==> config.mk <==
export PLATFORM = sky130hd
export DESIGN_NAME = mont_seq_flat
export DESIGN_NICKNAME = d
export VERILOG_FILES = /design/src/rtl/mont_pkg.sv /design/src/rtl/mont_seq_if.sv /design/src/rtl/chunk_cnt.sv /design/src/rtl/mont_seq.sv /design/src/flat_wrapper.sv
export SDC_FILE = /design/constraint.sdc
export NUM_CORES = 1
export LEC_CHECK = 0
export ABC_CLOCK_PERIOD_IN_PS = 2900
export CAP_MARGIN = 10
export CORE_MARGIN = 5
export CORE_UTILIZATION = 30
export CTS_CLUSTER_DIAMETER = 150
export DETAILED_ROUTE_END_ITERATION = 12
export PLACE_DENSITY_LB_ADDON = 0.3
export SLEW_MARGIN = 5
export SYNTH_ARGS = -nofsm -noshare
export SYNTH_HDL_FRONTEND = slang
export SYNTH_SLANG_ARGS = --single-unit
==> constraint.sdc <==
create_clock -name clk -period 2.9 [get_ports clk]
set_input_delay 0.29 -clock clk [delete_from_list [all_inputs] [get_ports clk]]
set_output_delay 0.29 -clock clk [all_outputs]
set_load 0.1 [all_outputs]
==> src/rtl/mont_pkg.sv <==
// Shared types and encodings for the Montgomery sequencer and its chunk counter.
// Combinational constants only; no latency, no flow control.
package mont_pkg;

    typedef enum logic [2:0] {
        S_IDLE,
        S_CLR,
        S_ADD_B,
        S_ADD_M,
        S_COLL,
        S_SUB,
        S_DONE
    } state_t;

    localparam logic [1:0] OP_ZERO = 2'b00;
    localparam logic [1:0] OP_B    = 2'b01;
    localparam logic [1:0] OP_M    = 2'b10;
    localparam logic [1:0] OP_NEGM = 2'b11;

    localparam logic [3:0] CHUNK_IDLE = 4'd8;
    localparam logic [3:0] CHUNK_LAST = 4'd4;

endpackage

==> src/rtl/mont_seq_if.sv <==
// Command/status and datapath-strobe bundle between the sequencer and its surroundings.
// master = sequencer side; slave = command logic plus datapath side.
interface mont_seq_if;

    logic       start;
    logic       x_bit;
    logic       cZero;
    logic       carry;
    logic       x_next;
    logic [1:0] op_sel;
    logic       dp_resetn;
    logic       enableC;
    logic       shift;
    logic       subtract;
    logic [3:0] showFluffyPonies;
    logic       busy;
    logic       done;
    logic       err;

    modport master (
        input  start, x_bit, cZero, carry,
        output x_next, op_sel, dp_resetn, enableC, shift, subtract,
               showFluffyPonies, busy, done, err
    );

    modport slave (
        output start, x_bit, cZero, carry,
        input  x_next, op_sel, dp_resetn, enableC, shift, subtract,
               showFluffyPonies, busy, done, err
    );

endinterface

==> src/rtl/chunk_cnt.sv <==
// 0..4 wrapping chunk select with load-to-idle (8) and load-to-zero; registered output.
// One step per cycle when step_i is high; idle load has priority over every other request.
module chunk_cnt
    import mont_pkg::*;
(
    input  logic       clk,
    input  logic       resetn,
    input  logic       load_idle_i,
    input  logic       load_zero_i,
    input  logic       step_i,
    output logic [3:0] chunk_o,
    output logic       last_o
);

    logic [3:0] chunk_q;
    logic [3:0] chunk_d;

    always_comb begin
        chunk_d = chunk_q;
        if (load_idle_i) begin
            chunk_d = CHUNK_IDLE;
        end else if (load_zero_i) begin
            chunk_d = 4'd0;
        end else if (step_i) begin
            chunk_d = (chunk_q == CHUNK_LAST) ? 4'd0 : chunk_q + 4'd1;
        end
    end

    always_ff @(posedge clk or negedge resetn) begin
        if (!resetn) begin
            chunk_q <= CHUNK_IDLE;
        end else begin
            chunk_q <= chunk_d;
        end
    end

    assign chunk_o = chunk_q;
    assign last_o  = (chunk_q == CHUNK_LAST);

endmodule

==> src/rtl/mont_seq.sv <==
// Bit-serial Montgomery sequencer: accumulate/M-add/shift per bit, 5-chunk collapse, chunked subtract passes.
// start->done = 1 + 2*N_BITS + M-adds + 5 + 5*passes + 1 cycles; start is ignored while busy.
module mont_seq
    import mont_pkg::*;
#(
    parameter int N_BITS  = 512,
    parameter int MAX_SUB = 3
) (
    input  logic       clk,
    input  logic       resetn,
    mont_seq_if.master bus
);

    localparam int IW = (N_BITS > 1) ? $clog2(N_BITS) : 1;
    localparam int PW = $clog2(MAX_SUB + 1);
    localparam logic [IW-1:0] I_LAST = IW'(N_BITS - 1);
    localparam logic [PW-1:0] P_LAST = PW'(MAX_SUB - 1);

    state_t          state_q, state_d;
    logic [IW-1:0]   i_q, i_d;
    logic [PW-1:0]   p_q, p_d;
    logic            busy_q, subtract_q, done_q, err_q, dp_resetn_q;
    logic            err_d;

    logic            enable_c, shift_c, x_next_c;
    logic [1:0]      op_sel_c;
    logic            ld_idle, ld_zero, step;
    logic [3:0]      chunk;
    logic            chunk_last;

    chunk_cnt u_chunk (
        .clk         (clk),
        .resetn      (resetn),
        .load_idle_i (ld_idle),
        .load_zero_i (ld_zero),
        .step_i      (step),
        .chunk_o     (chunk),
        .last_o      (chunk_last)
    );

    always_comb begin
        state_d  = state_q;
        i_d      = i_q;
        p_d      = p_q;
        err_d    = 1'b0;
        enable_c = 1'b0;
        shift_c  = 1'b0;
        x_next_c = 1'b0;
        op_sel_c = OP_ZERO;
        ld_idle  = 1'b0;
        ld_zero  = 1'b0;
        step     = 1'b0;

        unique case (state_q)
            S_IDLE: begin
                if (bus.start) begin
                    state_d = S_CLR;
                    i_d     = '0;
                    p_d     = '0;
                end
            end
            S_CLR: begin
                state_d = S_ADD_B;
            end
            S_ADD_B: begin
                // The bit source advances on the x_next edge, so the live bit is the right one here.
                enable_c = 1'b1;
                op_sel_c = bus.x_bit ? OP_B : OP_ZERO;
                state_d  = S_ADD_M;
            end
            S_ADD_M: begin
                if (bus.cZero) begin
                    enable_c = 1'b1;
                    op_sel_c = OP_M;
                end else begin
                    shift_c  = 1'b1;
                    x_next_c = 1'b1;
                    if (i_q == I_LAST) begin
                        state_d = S_COLL;
                        ld_zero = 1'b1;
                    end else begin
                        i_d     = i_q + IW'(1);
                        state_d = S_ADD_B;
                    end
                end
            end
            S_COLL: begin
                step = 1'b1;
                if (chunk_last) begin
                    state_d = S_SUB;
                end
            end
            S_SUB: begin
                op_sel_c = OP_NEGM;
                step     = 1'b1;
                if (chunk_last) begin
                    if (bus.carry) begin
                        state_d = S_DONE;
                        ld_idle = 1'b1;
                    end else begin
                        p_d = p_q + PW'(1);
                        if (p_q == P_LAST) begin
                            state_d = S_DONE;
                            ld_idle = 1'b1;
                            err_d   = 1'b1;
                        end
                    end
                end
            end
            S_DONE: begin
                state_d = S_IDLE;
            end
            default: begin
                state_d = S_IDLE;
                ld_idle = 1'b1;
            end
        endcase
    end

    always_ff @(posedge clk or negedge resetn) begin
        if (!resetn) begin
            state_q     <= S_IDLE;
            i_q         <= '0;
            p_q         <= '0;
            busy_q      <= 1'b0;
            subtract_q  <= 1'b0;
            done_q      <= 1'b0;
            err_q       <= 1'b0;
            dp_resetn_q <= 1'b0;
        end else begin
            state_q     <= state_d;
            i_q         <= i_d;
            p_q         <= p_d;
            busy_q      <= (state_d != S_IDLE);
            subtract_q  <= (state_d == S_SUB);
            done_q      <= (state_d == S_DONE);
            err_q       <= err_d;
            dp_resetn_q <= (state_d != S_CLR);
        end
    end

    assign bus.x_next           = x_next_c;
    assign bus.op_sel           = op_sel_c;
    assign bus.enableC          = enable_c;
    assign bus.shift            = shift_c;
    assign bus.dp_resetn        = dp_resetn_q;
    assign bus.subtract         = subtract_q;
    assign bus.showFluffyPonies = chunk;
    assign bus.busy             = busy_q;
    assign bus.done             = done_q;
    assign bus.err              = err_q;

endmodule

==> src/flat_wrapper.sv <==
// flat-port wrapper written by rule: the top's interface ports become plain ports
module mont_seq_flat import mont_pkg::*;
#(
    parameter int N_BITS  = 512,
    parameter int MAX_SUB = 3
)
  (clk, resetn, bus_start, bus_x_bit, bus_cZero, bus_carry, bus_x_next, bus_op_sel, bus_dp_resetn, bus_enableC, bus_shift, bus_subtract, bus_showFluffyPonies, bus_busy, bus_done, bus_err);
  mont_seq_if bus_i ();
  input  logic clk;
  input  logic resetn;
  input wire logic [$bits(bus_i.start)-1:0] bus_start;
  input wire logic [$bits(bus_i.x_bit)-1:0] bus_x_bit;
  input wire logic [$bits(bus_i.cZero)-1:0] bus_cZero;
  input wire logic [$bits(bus_i.carry)-1:0] bus_carry;
  output wire logic [$bits(bus_i.x_next)-1:0] bus_x_next;
  output wire logic [$bits(bus_i.op_sel)-1:0] bus_op_sel;
  output wire logic [$bits(bus_i.dp_resetn)-1:0] bus_dp_resetn;
  output wire logic [$bits(bus_i.enableC)-1:0] bus_enableC;
  output wire logic [$bits(bus_i.shift)-1:0] bus_shift;
  output wire logic [$bits(bus_i.subtract)-1:0] bus_subtract;
  output wire logic [$bits(bus_i.showFluffyPonies)-1:0] bus_showFluffyPonies;
  output wire logic [$bits(bus_i.busy)-1:0] bus_busy;
  output wire logic [$bits(bus_i.done)-1:0] bus_done;
  output wire logic [$bits(bus_i.err)-1:0] bus_err;
  assign bus_i.start = bus_start;
  assign bus_i.x_bit = bus_x_bit;
  assign bus_i.cZero = bus_cZero;
  assign bus_i.carry = bus_carry;
  assign bus_x_next = bus_i.x_next;
  assign bus_op_sel = bus_i.op_sel;
  assign bus_dp_resetn = bus_i.dp_resetn;
  assign bus_enableC = bus_i.enableC;
  assign bus_shift = bus_i.shift;
  assign bus_subtract = bus_i.subtract;
  assign bus_showFluffyPonies = bus_i.showFluffyPonies;
  assign bus_busy = bus_i.busy;
  assign bus_done = bus_i.done;
  assign bus_err = bus_i.err;
  mont_seq #(.N_BITS(N_BITS), .MAX_SUB(MAX_SUB)) u_core (.clk(clk), .resetn(resetn), .bus(bus_i));
endmodule
=== Word level (Yosys, flattened, before mapping) ===
Cells that the tools add are included.

* Register bits after elaboration: 23
* Input bits: 6
* Output and inout port bits: 14
* Logic and storage cells: 76

* $add $sub $neg: 3
* Equal/unequal tests: 17
* Muxes and demuxes: 38
* Reductions and logical operators: 9

{| class="wikitable"
|+ Operators with widths
! kind !! number
|-
| 9-bit two-way mux || 3
|-
| 3-bit two-way mux || 7
|-
| 3-bit case mux with 6 select lines || 1
|-
| 9-bit case mux with 2 select lines || 1
|-
| 4-bit two-way mux || 4
|-
| 3-bit equality test (second input constant) || 5
|-
| 1-bit two-way mux || 14
|-
| 9-bit by 1-bit adder with 9-bit output (second input constant) || 1
|-
| 9-bit equality test (second input constant) || 1
|-
| 2-bit two-way mux || 4
|-
| 2-bit inequality test (second input constant) || 4
|-
| 4-bit AND reduction || 2
|-
| 3-bit by 2-bit equality test with 1-bit output (second input constant) || 2
|-
| 2-bit case mux with 3 select lines || 1
|-
| 3-bit nonzero test || 2
|-
| 6-bit OR reduction || 1
|-
| 4-bit by 1-bit adder with 4-bit output (second input constant) || 1
|-
| 4-bit by 3-bit equality test with 1-bit output (second input constant) || 1
|-
| 1-bit case mux with 2 select lines || 2
|-
| 2-bit case mux with 2 select lines || 1
|-
| 2-bit nonzero test || 2
|-
| 3-bit by 1-bit equality test with 1-bit output (second input constant) || 1
|-
| 3-bit zero test || 1
|-
| 3-bit by 1-bit inequality test with 1-bit output (second input constant) || 1
|-
| other kinds (4) || 4
|}

=== Depth between registers and ports, before layout ===
Gate-level depths: netlist of the first run.

* Word-level depth: 6
* Mapped depth: 8
* Depth with buffers taken out: 7

=== Cells and area by module ===
Synthesis of the first run repeated with hierarchy kept, for this count alone.

* Cells, all modules: 135
* Area, all modules: 1263.7 um^2

{| class="wikitable"
|+ Modules (own cells, without submodules)
! module !! times used !! cells an instance !! area an instance (um^2) !! sequential area each (um^2)
|-
| mont_seq || 1 || 111 || 1034.7 || 475.5
|-
| chunk_cnt || 1 || 24 || 229.0 || 101.3
|}

=== Worst setup path before layout of the first run ===
No wires, ideal clock.

* Kind: reg-to-output
* Start: register u_core.state_q[1]
* End: output bus_op_sel[1]
* Arrival time: 2.229 ns
* Required time: 2.610 ns
* Setup slack: 0.381 ns
* Stages on the path, launching flop included: 5
* Buffers on the path: 1
* Path through: dfrtp_1 -> clkbuf_1 -> nor2b_1 -> a21oi_1 -> nor2_1

* Longest elaborated chain between the ends: 2
* Elaborated cells on any way between the ends: 4
* Classes of those cells: 3 x eq/ne; 1 x mux

{| class="wikitable"
|+ Ends and longest elaborated chain
! item !! RTL line !! source
|-
| from (decl) || mont_seq.sv:19 || <nowiki>state_t state_q, state_d;</nowiki>
|-
| from (signal assigned) || mont_seq.sv:131 || <nowiki>state_q <= state_d;</nowiki>
|-
| 3-bit equality test / 3-bit by 2-bit equality test with 1-bit output (equally long branches) || mont_seq.sv:54 || <nowiki>unique case (state_q)</nowiki>
|-
| 2-bit case mux with 3 select lines (*) || mont_seq.sv:54 ||
|-
| to (decl) || flat_wrapper.sv:16 || <nowiki>output wire logic [$bits(bus_i.op_sel)-1:0] bus_op_sel;</nowiki>
|}

Every way passes the cells marked *; elsewhere a longest branch is shown, timed or not.

=== Final worst setup path of the first run ===
* Start: register u_core.i_q[0]
* End: register u_core.i_q[1]

* Longest elaborated chain between the ends: 4
* Elaborated cells on any way between the ends: 7
* Classes of those cells: 1 x add/sub; 2 x eq/ne; 3 x mux; 1 x reduce/logical

{| class="wikitable"
|+ Ends and longest elaborated chain
! item !! RTL line !! source
|-
| from (decl) || mont_seq.sv:20 || <nowiki>logic [IW-1:0] i_q, i_d;</nowiki>
|-
| from (signal assigned) || mont_seq.sv:132 || <nowiki>i_q <= i_d;</nowiki>
|-
| 9-bit by 1-bit adder with 9-bit output || mont_seq.sv:82 || <nowiki>i_d = i_q + IW'(1);</nowiki>
|-
| 9-bit two-way mux || mont_seq.sv:78 || <nowiki>if (i_q == I_LAST) begin</nowiki>
|-
| 9-bit two-way mux || mont_seq.sv:72 || <nowiki>if (bus.cZero) begin</nowiki>
|-
| 9-bit case mux with 2 select lines || mont_seq.sv:54 ||
|}

Parallel ways exist; a longest one is shown, timed or not. The select of a mux whose other input is x is not followed.
A chain may end at the register's enable or synchronous reset.

==> results of run 1 <==
-- layer usage --
layer | vias up | share of wire (%) | global-route usage [%]
li1 | 537 | - | -
met1 | 549 | 48 | 13.56
met2 | 25 | 49 | 17.12
met3 | 2 | 3.1 | 1.373
met4 | 0 | 0.43 | 2.797
met5 | - | 0 | 0
-- synth_stat cells --
| master | instances | area (um2) |
|---|---|---|
| dfrtp_1 | 22 | 550.5 |
| nand2_1 | 11 | 41.29 |
| inv_1 | 10 | 37.54 |
| nor2_1 | 10 | 37.54 |
| mux2i_1 | 8 | 80.08 |
| nand2b_1 | 8 | 50.05 |
| nor3_1 | 7 | 35.03 |
| ha_1 | 5 | 62.56 |
| a21oi_1 | 4 | 20.02 |
| nand3_1 | 4 | 20.02 |
| a211oi_1 | 3 | 22.52 |
| and3_1 | 3 | 18.77 |
| buf_2 | 3 | 15.01 |
| mux2_2 | 3 | 33.78 |
| nand4b_1 | 3 | 26.28 |
| o311ai_0 | 3 | 26.28 |
| a2111oi_4 | 2 | 55.05 |
| and3b_1 | 2 | 17.52 |
| buf_6 | 2 | 22.52 |
| clkbuf_1 | 2 | 7.510 |
| nand3b_1 | 2 | 15.01 |
| nand4bb_1 | 2 | 22.52 |
| nor2b_1 | 2 | 12.51 |
| nor4_1 | 2 | 12.51 |
| o211ai_1 | 2 | 15.01 |
| o21ai_0 | 2 | 10.01 |
| a21o_1 | 1 | 7.510 |
| a21oi_2 | 1 | 8.760 |
| and2_1 | 1 | 6.260 |
| and2b_1 | 1 | 7.510 |
| buf_4 | 1 | 7.510 |
| dfstp_2 | 1 | 26.28 |
| nand4_1 | 1 | 6.260 |
| o211a_1 | 1 | 10.01 |
| o21bai_1 | 1 | 7.510 |
| o31a_1 | 1 | 8.760 |
| or2_2 | 1 | 6.260 |
| or3b_1 | 1 | 8.760 |
| or4_1 | 1 | 7.510 |
| or4b_2 | 1 | 10.01 |
-- critical path: stages (launching register included) --
cell and delay, ns:
dfrtp_1 0.45, ha_1 0.24, nand3_1 0.07, nor2_1 0.04, ha_1 0.22, nand4bb_1 0.52, a21oi_2 0.38, mux2_2 0.37
-- flip-flops by register name (all words and copies together), names as in the netlist --
| name | flops |
|---|---|
| u_core.bus.err | 1 |
| u_core.bus.busy | 1 |
| u_core.bus.done | 1 |
| u_core.u_chunk.chunk_o | 4 |
| u_core.p_q | 2 |
| u_core.bus.dp_resetn | 1 |
| u_core.state_q | 3 |
| u_core.bus.subtract | 1 |
| u_core.i_q | 9 |
-- kinds of logic (layout without fill, tap and decap cells) --
group                      Yosys count  count (layout)  synth area share [%]
AOI/OAI and AO/OA                   21              21                 13.71
adders and majority gates            5               5                 4.480
buffers and inverters               18              34                 6.452
DFF                                 23              23                 41.31
muxes                               11              11                 8.154
and+or+nand+nor                     63              63                 25.90
-- through the flow --
| stage | hold WS [ns] | power (W) | utilization [%] | setup WS, ns |
|---|---|---|---|---|
| 4_1_cts | 0.3994 | 0.0008125 | 36.37 | 0.4947 |
| 2_1_floorplan | -0.005591 | 0.0005533 | - | 0.3812 |
| 3_3_place_gp | 0.4622 | 0.0005982 | 35.36 | 0.6536 |
| 3_5_place_dp | 0.4810 | 0.0006104 | 35.36 | 0.5087 |
| 5_1_grt | 0.4211 | 0.0008482 | 36.37 | 0.3868 |
| 6_report | 0.3819 | 0.0008045 | 36.37 | 0.5069 |
-- where the power goes --
group	leakage [nW]	switching [W]	total (W)	internal, W
clock network	0.0228	0.000107	0.000205	0.0000981
logic	0.411	0.000108	0.000185	0.0000770
registers	0.282	0.0000515	0.000415	0.000363
total	0.716	0.000266	0.000805	0.000538
-- final timing paths --
check / startpoint / end / slack, ns / depth (start not counted)
setup / recovery: u_core.i_q[0] / u_core.i_q[1] / 0.51 / 7
hold / removal: resetn / u_core.i_q[2] / 0.38 / 2
setup reg to reg: u_core.i_q[0] / u_core.i_q[1] / 0.51 / 7
hold reg to reg: u_core.p_q[0] / u_core.p_q[0] / 0.49 / 1
max in group asynchronous: resetn / u_core.u_chunk.chunk_o[3] / 2.23 / 2
min in group clk: u_core.p_q[0] / u_core.p_q[0] / 0.49 / 1
-- area by class of cell --
class	count	area, um2	share of cell area, %
multi-input combinational	100	729.5	45.12
sequential	23	576.8	35.68
timing repair buffer	20	162.7	10.06
tap	52	65.06	4.025
clock buffer	4	45.04	2.786
inverter	10	37.54	2.322
==> impl_metrics.ini, run 1 <==
[grt]
overflow_left_after_global_routing = 0
grt_antenna_before_repair = 0
grt_pass1_wl_mm = 5.161
grt_usage_pct = 10.12
grt_start_max_net_pins = 24
first_global_vias = 1091

[clock_tree]
cts.path.max_buffers = 2
ctsResizeCount = 0
worst_skew_pair.late_latency_ns = 0.26
cts_tree = done
numCtsBuffers = 3
clkSlewWorstSetupHoldPaths_ns = 0.09
ctsHtreeMaxLevel = 1
clockRootBuffer = clkbuf_8
tritoncts_num_sinks = 23
buffer_count_from_post_cts_setup_fixing = 0
cts-hold-fix-buffers = 0

[critical_path]
startpoint_class_of_the_critical_path = register
path_max_fanout = 8
timing.critical_path.arrival_ns = 2.55
timing.setup.critical_path_class = register to register
critPathCaptureType = register
cp.required_ns = 3.05

[floorplan]
design.portCount = 20
floorplan.die.height_um = 78.23
fp.dieW_um = 78.23
area_of_the_core_um2 = 4444
area_of_the_die_um2 = 6119
initial_standard_cell_utilization_of_the_core_pct = 31.42
core.rowCount = 24

[placement]
portBuffers = 19
placed_cell_area_um2 = 1572
place_congestion = 0.8260
dp.final_hpwl_mm = 2.190
post-place-cells = 205

[timing]
rsz0062_at_grt = false
finalHoldViolCount = 0
finalClockSkew_ns = 0.006147
layout_min_cycle_time_ns = 2.393
relSlewSlack_pct = 52.26
post-route-period-util_pct = 82.52
timing.setup.tns_ns = 0
tightest_slew_ns = 0.7161
timing.fmax_mhz = 417.9
setup_viol = 0
finalMaxSlewViolations = 0

[synth]
postSynthAreaPerCell_um2 = 9.903
synth-seq-area-share_pct = 41.31
synthesis.yosys.warnings = 0
instance_count_of_the_mapped_netlist = 141
synth_area_um2 = 1396
synth_cell_types = 40
synthesis_stage_register_bit_count = 23
syn_nets = 152

[routing]
first_pass_iters = 4
detailroute.via_count = 1113
totalWireLength_mm = 3.021
drt-wirelength-per-cell_um = 14.45
drt-initial-drc-count = 82
vias_per_cell = 5.325
drtAntennaViolNets = 0
post_route_drc = 0

[cells_and_area]
layout.cells.most_common_list = dfrtp_1, buf_4, nand2_1
mostFrequentLayoutCell = dfrtp_1
drive_gt1_share_pct = 17.20
syn_to_layout_area_delta_pct = 15.77
insertedDiodeCount = 0
final_net_count = 169
fillers = 453
stdcell_area_um2 = 1617
stdcell_count = 209

[pwr]
pwr_density_cell_nw_per_um2 = 497.7
p_leak_nw = 0.7160
power.ir.vdd_worst_mv = 0.1555

[run]
drv.max_cap_violation_count = 0

[worst_hold_path]
timing.hold.worst.class = input port to asynchronous set/reset pin

[status]
status = finished clean
Power figures use the tool's default switching activity.
==> run 2, diff against run 1 <==
Settings changed: ABC_CLOCK_PERIOD_IN_PS 2900 to 2490.
Clock period 2.9 ns to 2.49 ns, I/O delays scaled along.
==> impl_metrics.ini, run 2 (synthesized netlist as in run 1, its figures left out) <==
[pwr]
p_int_w = 0.0006413
share_seq_of_total_power_pct = 50.7
comb_power_share_pct = 24.4
p_sw_share_pct = 32.70
p_clk_share_pct = 24.9
pwr_density_cell_nw_per_um2 = 560.0
power.ir.vdd_worst_mv = 0.2800
p_sw_w = 0.0003116
p_leak_nw = 0.7505

[cells_and_area]
mostFrequentLayoutCell = dfrtp_1
syn_to_layout_area_delta_pct = 21.86
insertedDiodeCount = 0
final_net_count = 172
layout.cells.most_common_list = dfrtp_1, buf_4, nand2_1
drive_gt1_share_pct = 18.75
stdcell_count = 212
registers.top_by_ff_count = u_core.i_q
largest_register_ff_count = 9

[routing]
drt-initial-drc-count = 56
totalWireLength_mm = 3.080
post_route_drc = 0
drtAntennaViolNets = 0
vias_per_cell = 5.203
drt-wirelength-per-cell_um = 14.53
detailroute.via_count = 1103
first_pass_iters = 4

[floorplan]
area_of_the_die_um2 = 6119
core.rowCount = 24
area_of_the_core_um2 = 4444
design.portCount = 20
initial_standard_cell_utilization_of_the_core_pct = 31.42
fp.dieW_um = 78.23
floorplan.die.height_um = 78.23

[grt]
global_route.usage.met3_pct = 3.089
grt_pass1_wl_mm = 5.368
overflow_left_after_global_routing = 0
grt_usage_pct = 10.68
first_global_vias = 1129
grt.met1_usage_pct = 13.93
grt.met2_usage_pct = 17.72
grt_start_max_net_pins = 15
gr-max-usage-layer = met2
grt_antenna_before_repair = 0

[timing]
layout_min_cycle_time_ns = 2.084
finalMaxSlewViolations = 0
timing.fmax_mhz = 479.9
timing.setup.tns_ns = 0
relSlewSlack_pct = 65.31
setup_viol = 0
rsz0062_at_grt = false
tightest_slew_ns = 0.5187
finalClockSkew_ns = 0.003415
finalHoldViolCount = 0
post-route-period-util_pct = 83.68

[critical_path]
timing.setup.critical_path_class = register to register
rr_worst_depth = 8
critical_r2r_capture = u_core.i_q[4]
cp.required_ns = 2.68
timing.critical_path.arrival_ns = 2.27
path_max_fanout = 8
critPathCaptureType = register
reg2reg_slack_ns = 0.41
startpoint_class_of_the_critical_path = register
r2r-start = u_core.i_q[0]

[worst_hold_path]
timing.hold.worst.class = input port to asynchronous set/reset pin

[clock_tree]
clockRootBuffer = clkbuf_8
clkSlewWorstSetupHoldPaths_ns = 0.08
buffer_count_from_post_cts_setup_fixing = 0
cts-hold-fix-buffers = 0
ctsHtreeMaxLevel = 1
ctsResizeCount = 0
cts_tree = done
worst_skew_pair.late_latency_ns = 0.26
numCtsBuffers = 3
cts.path.max_buffers = 2
tritoncts_num_sinks = 23

[placement]
dp.final_hpwl_mm = 2.332
place_congestion = 0.8441
portBuffers = 19
post-place-cells = 208

[status]
status = finished clean

[run]
drv.max_cap_violation_count = 0
## run 2: changes by cell type in the layout (fill, tap and decap cells not counted)
cell / change
buf_4: -2
buf_12: +5
## run 2: power groups by stage
stage | Clock [W] | Sequential [W] | Combinational (W)
6_report | 0.000237 | 0.000483 | 0.000233
5_1_grt | 0.000262 | 0.000495 | 0.000259
4_1_cts | 0.000244 | 0.000484 | 0.000237
3_5_place_dp | 0 | 0.000491 | 0.000236
3_3_place_gp | 0 | 0.000488 | 0.000228
2_1_floorplan | 0 | 0.000471 | 0.000173
## run 2: final cells by class
class,count,area [um2]
Fill cell,447,2743
Multi-Input combinational cell,100,729.5
Sequential cell,23,576.8
Timing Repair Buffer,23,247.7
Tap cell,52,65.06
Clock buffer,4,45.04
Inverter,10,37.54
## run 2: stage by stage
step                hold WS [ns]  setup WS, ns  power (W)  util (%)  cell area, um2
floorplan               -0.04659       0.01217  0.0006444         -            1396
finish                    0.3221        0.4064  0.0009529     38.29            1702
detailed placement        0.4748        0.4247  0.0007272     37.27            1657
global route              0.3493        0.2474   0.001016     38.29            1702
global placement          0.4619        0.4547  0.0007154     37.27            1657
CTS                       0.3325        0.4008  0.0009649     38.29            1702
## run 2: worst max-delay path by stage
stage | start | end | slack, ns | depth (start not counted)
CTS | u_core.i_q[0] | u_core.i_q[4] | 0.40 | 8
floorplan | u_core.state_q[1] | bus_op_sel[1] | 0.01 | 4
detailed placement | u_core.i_q[0] | u_core.i_q[1] | 0.42 | 8
global route | u_core.i_q[0] | u_core.i_q[6] | 0.25 | 8
global placement | bus_start | u_core.i_q[1] | 0.45 | 4
finish | u_core.i_q[0] | u_core.i_q[4] | 0.41 | 8
## run 2: routing by layer
metal / share of wire [%] / wire (um)
met4: 0.94 / 29
met5: 0 / 0
met2: 48 / 1489
met3: 4.5 / 138
met1: 46 / 1422
## run 2: critical path, cell delays in order, from the launching register on
cell and delay, ns:
dfrtp_1 0.44, ha_1 0.24, nand3_1 0.07, nor2_1 0.04, ha_1 0.21, nand4bb_1 0.20, buf_4 0.20, a2111oi_4 0.38
mux2i_1 0.22
